===== src/rtl/mem_arbiter_pkg.sv =====
// Shared types and defaults for the fetch/data memory arbiter.
// Every file of the arbiter imports this package.
package mem_arbiter_pkg;

  localparam int ADDR_W_DEF     = 32;
  localparam int DATA_W_DEF     = 32;
  localparam int STARVE_MAX_DEF = 4;

  // Records which requester owns the RAM read that is currently in flight.
  typedef enum logic [1:0] {
    IDLE    = 2'd0,
    IF_ACC  = 2'd1,
    MEM_ACC = 2'd2
  } acc_state_e;

  function automatic logic at_limit(input int unsigned cnt, input int unsigned lim);
    return cnt >= lim;
  endfunction

endpackage


===== src/rtl/mem_arbiter_arb_select.sv =====
// Combinational winner pick between fetch and data requesters.
// The data side wins by default; fetch wins once it has starved long enough.
module arb_select
  import mem_arbiter_pkg::*;
#(
  parameter int STARVE_MAX = STARVE_MAX_DEF,
  parameter int CNT_W      = $clog2(STARVE_MAX_DEF + 1)
) (
  input  logic             if_req,
  input  logic             mem_req,
  input  logic [CNT_W-1:0] starve_cnt,
  output logic             gnt_if,
  output logic             gnt_mem
);

  logic starved;

  assign starved = at_limit(int'(starve_cnt), STARVE_MAX);

  always_comb begin
    gnt_if  = 1'b0;
    gnt_mem = 1'b0;
    if (if_req && (!mem_req || starved)) gnt_if  = 1'b1;
    else if (mem_req)                    gnt_mem = 1'b1;
  end

endmodule


===== src/rtl/mem_arbiter.sv =====
// Single-port RAM arbiter between instruction fetch and data accesses.
// Grants are issued combinationally; read data returns one cycle later.
module mem_arbiter
  import mem_arbiter_pkg::*;
#(
  parameter int ADDR_W     = ADDR_W_DEF,
  parameter int DATA_W     = DATA_W_DEF,
  parameter int STARVE_MAX = STARVE_MAX_DEF
) (
  input  logic              clk,
  input  logic              reset,
  input  logic              if_req,
  input  logic [ADDR_W-1:0] if_addr,
  output logic              if_gnt,
  output logic              if_valid,
  output logic [DATA_W-1:0] if_rdata,
  input  logic              mem_req,
  input  logic              mem_we,
  input  logic [ADDR_W-1:0] mem_addr,
  input  logic [DATA_W-1:0] mem_wdata,
  output logic              mem_gnt,
  output logic              mem_valid,
  output logic [DATA_W-1:0] mem_rdata,
  output logic [ADDR_W-1:0] ram_addr,
  output logic [DATA_W-1:0] ram_wdata,
  output logic              ram_rd_en,
  output logic              ram_wr_en,
  input  logic [DATA_W-1:0] ram_rdata,
  output logic              stall_if
);

  localparam int CNT_W = $clog2(STARVE_MAX + 1);

  acc_state_e       state;
  logic [CNT_W-1:0] starve_cnt;
  logic             mem_wr_q;
  logic             sel_if;
  logic             sel_mem;

  arb_select #(
    .STARVE_MAX (STARVE_MAX),
    .CNT_W      (CNT_W)
  ) u_sel (
    .if_req     (if_req),
    .mem_req    (mem_req),
    .starve_cnt (starve_cnt),
    .gnt_if     (sel_if),
    .gnt_mem    (sel_mem)
  );

  // Reset masks grants in the same cycle so nothing reaches the RAM while held.
  assign if_gnt   = sel_if  & ~reset;
  assign mem_gnt  = sel_mem & ~reset;
  assign stall_if = if_req & ~if_gnt & ~reset;

  always_comb begin
    ram_addr  = '0;
    ram_wdata = '0;
    ram_rd_en = 1'b0;
    ram_wr_en = 1'b0;
    if (if_gnt) begin
      ram_addr  = if_addr;
      ram_rd_en = 1'b1;
    end else if (mem_gnt) begin
      ram_addr  = mem_addr;
      ram_rd_en = ~mem_we;
      ram_wr_en = mem_we;
      if (mem_we) ram_wdata = mem_wdata;
    end
  end

  // Next state depends only on this cycle's grant, allowing one access per cycle.
  always_ff @(posedge clk) begin
    if (reset) begin
      state      <= IDLE;
      starve_cnt <= '0;
      mem_wr_q   <= 1'b0;
    end else begin
      if (if_gnt)       state <= IF_ACC;
      else if (mem_gnt) state <= MEM_ACC;
      else              state <= IDLE;
      mem_wr_q <= mem_gnt & mem_we;
      if (if_gnt)
        starve_cnt <= '0;
      else if (if_req && starve_cnt != CNT_W'(STARVE_MAX))
        starve_cnt <= starve_cnt + 1'b1;
    end
  end

  // A reset arriving while an access is in flight suppresses its response.
  assign if_valid  = (state == IF_ACC)  & ~reset;
  assign mem_valid = (state == MEM_ACC) & ~reset;
  assign if_rdata  = if_valid ? ram_rdata : '0;
  assign mem_rdata = (mem_valid && !mem_wr_q) ? ram_rdata : '0;

endmodule

===== config.mk =====
export PLATFORM = sky130hd
export DESIGN_NAME = mem_arbiter
export DESIGN_NICKNAME = d
export VERILOG_FILES = /design/src/rtl/mem_arbiter_pkg.sv /design/src/rtl/mem_arbiter_arb_select.sv /design/src/rtl/mem_arbiter.sv
export SDC_FILE = /design/constraint.sdc
export NUM_CORES = 1
export LEC_CHECK = 0
export CORE_AREA = 2 2 104 106
export CTS_BUF_LIST = sky130_fd_sc_hd__clkbuf_4 sky130_fd_sc_hd__clkbuf_8 sky130_fd_sc_hd__clkbuf_16
export DETAILED_ROUTE_END_ITERATION = 8
export DIE_AREA = 0 0 106 108
export PLACE_DENSITY_LB_ADDON = 0.3
export SLEW_MARGIN = 10
export SYNTH_ARGS = -nofsm -noshare
export SYNTH_HDL_FRONTEND = slang
export SYNTH_SLANG_ARGS = --single-unit
export TNS_END_PERCENT = 100

===== constraint.sdc =====
create_clock -name clk -period 1.9 [get_ports clk]
set_input_delay 0.38 -clock clk [delete_from_list [all_inputs] [get_ports clk]]
set_output_delay 0.38 -clock clk [all_outputs]
set_load 0.1 [all_outputs]

Word level (Yosys, flattened, before mapping)
Index checks and enable logic that the tools add are counted.
{"block": "word_totals", "reg_bits": 6, "latch_bits": 0, "mem_bits_rw": 0, "rom_bits": 0, "inputBits": 133, "out_inout_bits": 135, "word_cells": 42, "n_memories": 0}
{"block": "classes", "addsub": 1, "n_mul": 0, "div_mod_pow": 0, "n_lt_le_gt_ge": 1, "eq_ne": 3, "shift": 0, "mux": 16, "n_bitwise": 10, "reduce_logical": 7}
{"cell": "32-bit two-way mux", "count": 7}
{"cell": "1-bit two-way mux", "count": 8}
{"cell": "1-bit bitwise AND", "count": 7}
{"cell": "3-bit by 1-bit adder with 3-bit output (second input constant)", "count": 1}
{"cell": "3-bit greater-or-equal comparator (second input constant)", "count": 1}
{"cell": "1-bit logical AND", "count": 3}
{"cell": "3-bit inequality test (second input constant)", "count": 1}
{"cell": "1-bit inverter", "count": 3}
{"cell": "2-bit by 1-bit equality test with 1-bit output (second input constant)", "count": 1}
{"cell": "2-bit equality test (second input constant)", "count": 1}
{"cell": "1-bit zero test", "count": 2}
{"cell": "2-bit two-way mux", "count": 1}
{"cell": "2-bit OR reduction", "count": 1}
{"cell": "1-bit logical OR", "count": 1}

Longest topological paths before layout
Gate-level depths: netlist of the first run.
{"block": "depth", "ltp_word": 8, "mapped_depth": 5, "mapped_depth_nobuf": 5}

Hierarchy
A second synthesis of the first run with hierarchy kept.
{"block": "hier_totals", "hier_cells": 185, "area_unflattened_um2": 1336.3}
{"module": "mem_arbiter", "instances": 1, "cells_per_inst": 182, "area_each_um2": 1317.5}
{"module": "arb_select", "instances": 1, "cells_per_inst": 3, "area_each_um2": 18.8}

Worst setup path before layout of the first run
No wires, ideal clock.
{"block": "synth_timing", "kind": "input to output", "startpoint": "in reset", "endpoint": "out mem_rdata[10]", "arrival_time_ps": 2993, "required_time_ps": 1520, "path_slack_ps": -1473, "cell_stages": 5, "path_buffers": 2, "cell_sequence": "buf_6 > nor3b_2 > and2b_1 > clkbuf_2 > and2_1"}
{"block": "synth_via", "elab_chain_cells": 4}
{"element": "from (decl)", "line": "mem_arbiter.sv:11", "rtl": "input logic reset,"}
{"element": "1-bit inverter", "line": "mem_arbiter.sv:92", "rtl": "assign mem_valid = (state == MEM_ACC) & ~reset;"}
{"element": "1-bit bitwise AND", "line": "mem_arbiter.sv:92"}
{"element": "named net mem_valid", "line": "mem_arbiter.sv:22", "rtl": "output logic mem_valid,"}
{"element": "1-bit logical AND", "line": "mem_arbiter.sv:94", "rtl": "assign mem_rdata = (mem_valid && !mem_wr_q) ? ram_rdata : '0;"}
{"element": "32-bit two-way mux", "line": "mem_arbiter.sv:94"}
{"element": "to (decl)", "line": "mem_arbiter.sv:23", "rtl": "output logic [DATA_W-1:0] mem_rdata,"}
The timed path passes the listed nets, and every way through them passes these cells.

Worst setup path in the final report of the first run
{"block": "layout_timing", "startpoint": "in reset", "endpoint": "out if_rdata[17]"}
{"block": "layout_via", "elab_chain_cells": 3}
{"element": "1-bit inverter", "line": "mem_arbiter.sv:91", "rtl": "assign if_valid = (state == IF_ACC) & ~reset;"}
{"element": "1-bit bitwise AND", "line": "mem_arbiter.sv:91"}
{"element": "32-bit two-way mux", "line": "mem_arbiter.sv:93", "rtl": "assign if_rdata = if_valid ? ram_rdata : '0;"}
{"element": "to (decl)", "line": "mem_arbiter.sv:16", "rtl": "output logic [DATA_W-1:0] if_rdata,"}
Every way passes these cells.

==> summary.txt, run 1 <==
Drt
  – WL final: 11.6 mm
  – Drt wl/cell: 18.9 µm
  – Total iterations of the first detailed-routing run: 4
  – Vias: 2693
  – Starting DRT DRC Count: 73
  – DRC Markers: 0
  – Routed Antenna Nets: 0
  – Vias per cell: 4.37

Critical path
  – CP required: 1.52 ns
  – R2R cell count: 7
  – Startpoint Class: input pin
  – Worst-path maximum fanout: 5
  – Crit Path Class: in2out
  – Critical path data arrival time: 1.61 ns
  – CP endpoint kind: output pin

Power and ir drop
  – Worst VDD drop: 0.232 mV
  – Switching pwr: 1.04 mW
  – Clock share of power: 0.086
  – Reg power frac: 0.062
  – Pwr Total: 2.16 mW
  – Combinational share of power: 0.852
  – Pleak: 2.89 nW
  – Switching part of the total: 0.483
  – Total internal power: 1.12 mW
  – Pwr dens: 314 mW/mm²

GRT
  – Largest net degree at the start of global routing: 36
  – M3 GR Usage: 0.0567
  – Busiest grt layer: met2
  – Initial antenna violation count: 0
  – Vias in the first global route: 2913
  – Overflow after GRT: 0
  – GR met2 Demand/Resource: 0.402
  – GRT met1 Usage: 0.175
  – First-pass GRT wire length: 16.7 mm
  – GRT Resource Usage Total: 0.187

Synthesis
  – Area fraction of the dominant cell type after synthesis: 0.307
  – Xor/xnor share of the synthesized area: 0
  – Leading register cell type out of synthesis: dfxtp_1
  – Post-Syn Nets: 317
  – Synth Area in Adders: 0.0186
  – Sequential fraction of the synthesis area: 0.0894
  – Post-Synth Simple-Gate Area: 0.518
  – Largest area contributor in the netlist: and2_1
  – Synthesized area per cell: 7.38 µm²
  – Synth cell types: 28
  – Top post-synthesis cells by area: and2_1 (31%), and3_1 (15%), a22o_1 (14%), dfxtp_1 (8.9%), a22o_2 (7.4%)
  – Post-synthesis register bit count: 6
  – FFs w/ async S/R, synth: 0
  – Synth Warn #: 0
  – Compound-cell area share of the yosys netlist: 0.264
  – Largest family of logic cells by synthesized area: simple AND/OR/NAND/NOR gates
  – Post-Syn Area: 0.00134 mm²
  – Post-synthesis mux area share: 0.00745
  – Count of flip-flops with a built-in enable after synthesis: 0
  – Cells after Synth: 182

CTS
  – Clk sinks: 6
  – Max Buffers Root-to-Sink: 2
  – Clk_lat worst skew: 0.22 ns
  – Clock root buffer: clkbuf_8
  – Clk slew on worst S/H paths: 0.03 ns
  – TritonCTS buffer count: 3
  – CTS H-Tree Depth: 1
  – Post-CTS Hold Buffers: 0
  – CTS tree: built

Timing
  – Fmax: 503 MHz
  – Final setup violation count: 85
  – Tmin final: 1.99 ns
  – Final period utilization: 1.05
  – Unrepaired setup endpoints after global routing: true
  – Max Slew Vio Count: 0
  – Final setup margin: -0.0873 ns
  – Rel. slew slack: 0.792
  – Least-Margin Pin Slew: 0.311 ns
  – Worst clock skew: 0.00136 ns
  – Fin. Hold Viols: 0

Die
  – Cell Rows: 37
  – Die Ht: 108 µm
  – Die W: 106 µm
  – I/O Pins: 268
  – Initial core utilization: 0.131
  – Die area: 0.0114 mm²
  – CORE AREA: 0.0102 mm²

Layout
  – Layout cells sized above 1: 0.690
  – Number of fill cells: 719
  – Most frequent cells in the layout: buf_12 (147), clkdlybuf4s50_1 (129), and2_4 (65), and3_4 (32), a22o_4 (32)
  – Commonest non-fill, non-tap cell in the layout: buf_12
  – Layout Area Growth over Synthesis: 411%
  – Final #Nets: 617
  – Multi-input logic area: 0.00171 mm²
  – Register area: 125 µm²
  – Diode count: 0

Hold path
  – Hold crit path type: in2reg
  – Worst hold path depth: 3

Job
  – Max Cap Viol: 0

Placed design
  – Hpwl dp: 8.29 mm
  – IO buf count: 267
  – Post-Place Setup Slack: -0.438 ns
  – Final Wtd Congestion: 0.792

Status
  – Failing checks: setup timing
  – Status: finished, violations left
[stage by stage]
stage	utilization	setup TNS, ns	hold slack (ns)	area [µm²]	cells
6_report	0.671	-3.26	0.452	6870	616
5_1_grt	0.671	-8.17	0.470	6870	616
4_1_cts	0.676	-14.43	0.453	6920	615
3_5_place_dp	0.586	-47.40	0.468	5990	579
3_3_place_gp	0.586	-44.91	0.467	5990	579
2_1_floorplan	-	-20.12	0.454	1770	182
[cell type report]
cell class,count,share of cell area
timing repair buffer,315,0.700
multi-input combinational,151,0.249
tap,136,0.0248
sequential,6,0.0182
clock buffer,3,0.00601
inverter,5,0.00273
[timing repair]
item                       CTS  global route
cloned                      14             4
resized for setup          106            10
setup buffers               19             6
pin swaps                   57             7
setup endpoints to repair  134           131
[state kept, by name, indices dropped and copies added, names as in the netlist]
register / cells
state: 2
starve_cnt: 3
mem_wr_q: 1
[cell families after synthesis]
kind of cell | count (synthesis)
buffers and inverters | 25
flip-flops | 6
adder cells (fa/ha/maj) | 2
AND/OR/NAND/NOR | 109
AO/OA/AOI/OAI | 39
multiplexers | 1
[layer usage]
metal / share of wire / routed length, µm
met4: 0.0055 / 64
met5: 0 / 0
met3: 0.090 / 1050
met2: 0.60 / 6920
met1: 0.31 / 3580
[power groups by stage]
stage | Sequential, mW | Clock (mW) | Combinational [mW]
after floorplan | 0.136 | 0 | 0.901
after global placement | 0.136 | 0 | 1.65
after detailed placement | 0.137 | 0 | 1.67
after CTS | 0.134 | 0.191 | 1.85
after global routing | 0.134 | 0.199 | 1.89
final | 0.134 | 0.187 | 1.84
[path summary, 6_finish.rpt]
path | from | endpoint | slack (ns)
min reg2reg | starve_cnt[0] | starve_cnt[0] | 0.49
min | mem_req | state[1] | 0.45
max reg2reg | starve_cnt[2] | starve_cnt[2] | 0.66
max | reset | if_rdata[17] | -0.09
[synthesized netlist by cell type (all sizes together) (3+ instances only)]
master / n
a22o: 32
and2: 66
and3: 32
buf: 9
clkbuf: 11
dfxtp: 6
inv: 5
nor2: 3
[worst max-delay path, cell delays in order]
cell     delay, ns
buf_8         0.10
buf_6         0.11
buf_6         0.11
nor3b_4       0.21
buf_6         0.15
buf_12        0.11
buf_12        0.11
and2_4        0.16
buf_12        0.17
Power figures use the tool's default switching activity.
==> run 2, diff against run 1 <==
- ABC_AREA: default -> 1
- ABC_CLOCK_PERIOD_IN_PS: default -> 1900
==> summary.txt, run 2 <==
Timing
  – Rel. slew slack: 0.851
  – Final period utilization: 0.975
  – Max Slew Vio Count: 0
  – Final setup violation count: 0
  – Least-Margin Pin Slew: 0.223 ns
  – Fin. Hold Viols: 0
  – Setup_tns: 0 ns
  – Worst hold-check slack: 0.482 ns
  – Tmin final: 1.85 ns
  – Worst clock skew: 0.00229 ns
  – Fmax: 540 MHz

Layout
  – Most frequent cells in the layout: buf_12 (147), clkdlybuf4s50_1 (128), nor2_4 (82), inv_1 (41), nand2_1 (37)
  – Layout Area Growth over Synthesis: 358%
  – Commonest non-fill, non-tap cell in the layout: buf_12
  – Layout cells sized above 1: 0.527
  – Largest reg by FF count: starve_cnt
  – Final Util: 0.699
  – Final #Nets: 754
  – Diode count: 0
  – Non-Filler Instances: 753
  – Number of flip-flops under the largest register name: 3
  – Top flop regs: starve_cnt x3, state x2, mem_wr_q x1
  – Number of fill cells: 738

GRT
  – Vias in the first global route: 3582
  – First-pass GRT wire length: 18.1 mm
  – GRT Resource Usage Total: 0.198
  – Overflow after GRT: 0
  – Largest net degree at the start of global routing: 34
  – Initial antenna violation count: 0

Drt
  – Drt wl/cell: 16.2 µm
  – Starting DRT DRC Count: 164
  – Total iterations of the first detailed-routing run: 4
  – Vias: 3441
  – Routed Antenna Nets: 0
  – WL final: 12.2 mm
  – DRC Markers: 0
  – Vias per cell: 4.57

Power and ir drop
  – Pwr dens: 318 mW/mm²
  – Pleak: 2.92 nW
  – Pwr Total: 2.27 mW
  – Worst VDD drop: 0.205 mV

CTS
  – Clk slew on worst S/H paths: 0.03 ns
  – Max Buffers Root-to-Sink: 2
  – CTS H-Tree Depth: 1
  – Clk sinks: 6
  – Post-CTS Hold Buffers: 0
  – Clk_lat worst skew: 0.22 ns
  – Clock root buffer: clkbuf_8
  – TritonCTS buffer count: 3
  – CTS tree: built

Placed design
  – Placed Cells: 733
  – IO buf count: 267
  – Hpwl dp: 9.44 mm
  – Final Wtd Congestion: 0.881

Die
  – Die W: 106 µm
  – CORE AREA: 0.0102 mm²
  – Die area: 0.0114 mm²
  – Cell Rows: 37
  – Initial core utilization: 0.153
  – Die Ht: 108 µm
  – I/O Pins: 268

Synthesis
  – Synth Warn #: 0
  – Count of flip-flops with a built-in enable after synthesis: 0
  – Largest area contributor in the netlist: nor2_1
  – Post-synthesis register bit count: 6
  – Synthesized area per cell: 4.72 µm²
  – Synth Area in Adders: 0.0160
  – Top-count cell post-synth: nor2_1
  – Synth cell count leaders: nor2_1 (101), nand2_1 (72), inv_1 (43)
  – Sequential fraction of the synthesis area: 0.0769
  – Top post-synthesis cells by area: nor2_1 (24%), nand2_1 (17%), nand4_1 (13%), nand3_1 (12%), inv_1 (10%)
  – Post-Syn Nets: 466
  – Compound-cell area share of the yosys netlist: 0.0216
  – Xor/xnor share of the synthesized area: 0
  – Cells after Synth: 331
  – Synth cell types: 15
  – Leading register cell type out of synthesis: dfxtp_1
  – Area fraction of the dominant cell type after synthesis: 0.243
  – Largest family of logic cells by synthesized area: simple AND/OR/NAND/NOR gates
  – Post-Syn Area: 0.00156 mm²
  – Post-Synth Simple-Gate Area: 0.677
  – Post-synthesis mux area share: 0
  – FFs w/ async S/R, synth: 0

Critical path
  – Startpoint Class: flop
  – Critical path data arrival time: 1.47 ns
  – CP endpoint kind: output pin
  – CP required: 1.52 ns
  – R2R cell count: 6
  – Worst-path maximum fanout: 8
  – Crit Path Class: reg2out

Status
  – Status: finished, final reports clean

Job
  – Max Cap Viol: 0

Hold path
  – Hold crit path type: reg2reg
  – Worst hold path depth: 2
## run 2: changes by cell type in the layout (fill, tap and decap cells not counted), sizes merged, moves of 32 or more
| cell | previous run | this run |
|---|---|---|
| a22o | 32 | 0 |
| and2 | 66 | 0 |
| and3 | 32 | 0 |
| inv | 5 | 43 |
| nand2 | 1 | 74 |
| nand3 | 1 | 37 |
| nand4 | 0 | 32 |
| nor2 | 3 | 101 |
## run 2: cells by family (layout without fill, tap and decap cells)
logic type / count (synthesis) / in the layout
buffers and inverters: 74 / 360
AO/OA/AOI/OAI: 4 / 4
AND/OR/NAND/NOR: 245 / 245
flip-flops: 6 / 6
adder cells (fa/ha/maj): 2 / 2
## run 2: worst paths after layout
check                                   start             to  slack, ns
worst min register to register  starve_cnt[1]  starve_cnt[1]       0.48
worst min-delay path            starve_cnt[1]  starve_cnt[1]       0.48
worst max-delay path            starve_cnt[2]   ram_addr[12]       0.05
worst max register to register  starve_cnt[2]  starve_cnt[2]       0.76
## run 2: final cells by class
| type | instances | area, µm² | area share |
|---|---|---|---|
| timing repair buffer | 313 | 4750 | 0.663 |
| multi-input combinational | 251 | 1900 | 0.266 |
| inverter | 44 | 170 | 0.0238 |
| tap | 136 | 170 | 0.0238 |
| sequential | 6 | 123 | 0.0171 |
| clock buffer | 3 | 41.3 | 0.00577 |
## run 2: critical path: stages (launching register included)
cell,delay [ns]
dfxtp_2,0.33
a21boi_4,0.16
buf_6,0.13
bufbuf_16,0.26
nand3_1,0.10
nand2_2,0.10
buf_12,0.17
## run 2: metrics by stage
| step | instance area (µm²) | setup WS [ns] |
|---|---|---|
| global placement | 6700 | -0.332 |
| finish | 7150 | 0.0472 |
| floorplan | 2310 | -0.597 |
| CTS | 7060 | 0.00407 |
| detailed placement | 6700 | -0.377 |
| global route | 7150 | -0.00200 |
## run 2: report_power, final
part           switching [mW]  leakage (nW)  internal [mW]
combinational            1.14          2.85          0.809
sequential            0.00370        0.0500          0.132
clock                  0.0470        0.0216          0.135
total                    1.20          2.92           1.08
## run 2: layer usage
layer / global-route usage / up-vias / wire length [µm]
met3: 0.0699 / 42 / 1130
met4: 0.0827 / 0 / 569
met1: 0.187 / 1574 / 3770
li1: - / 1613 / -
met5: 0 / - / 0
met2: 0.388 / 212 / 6720
## run 2: repair_timing
action | in CTS | in global routing
resized for setup | 26 | 12
pin swaps | 3 | 8
cloned | 7 | 2
setup buffers | 7 | 1
endpoints found under the setup margin | 134 | 54
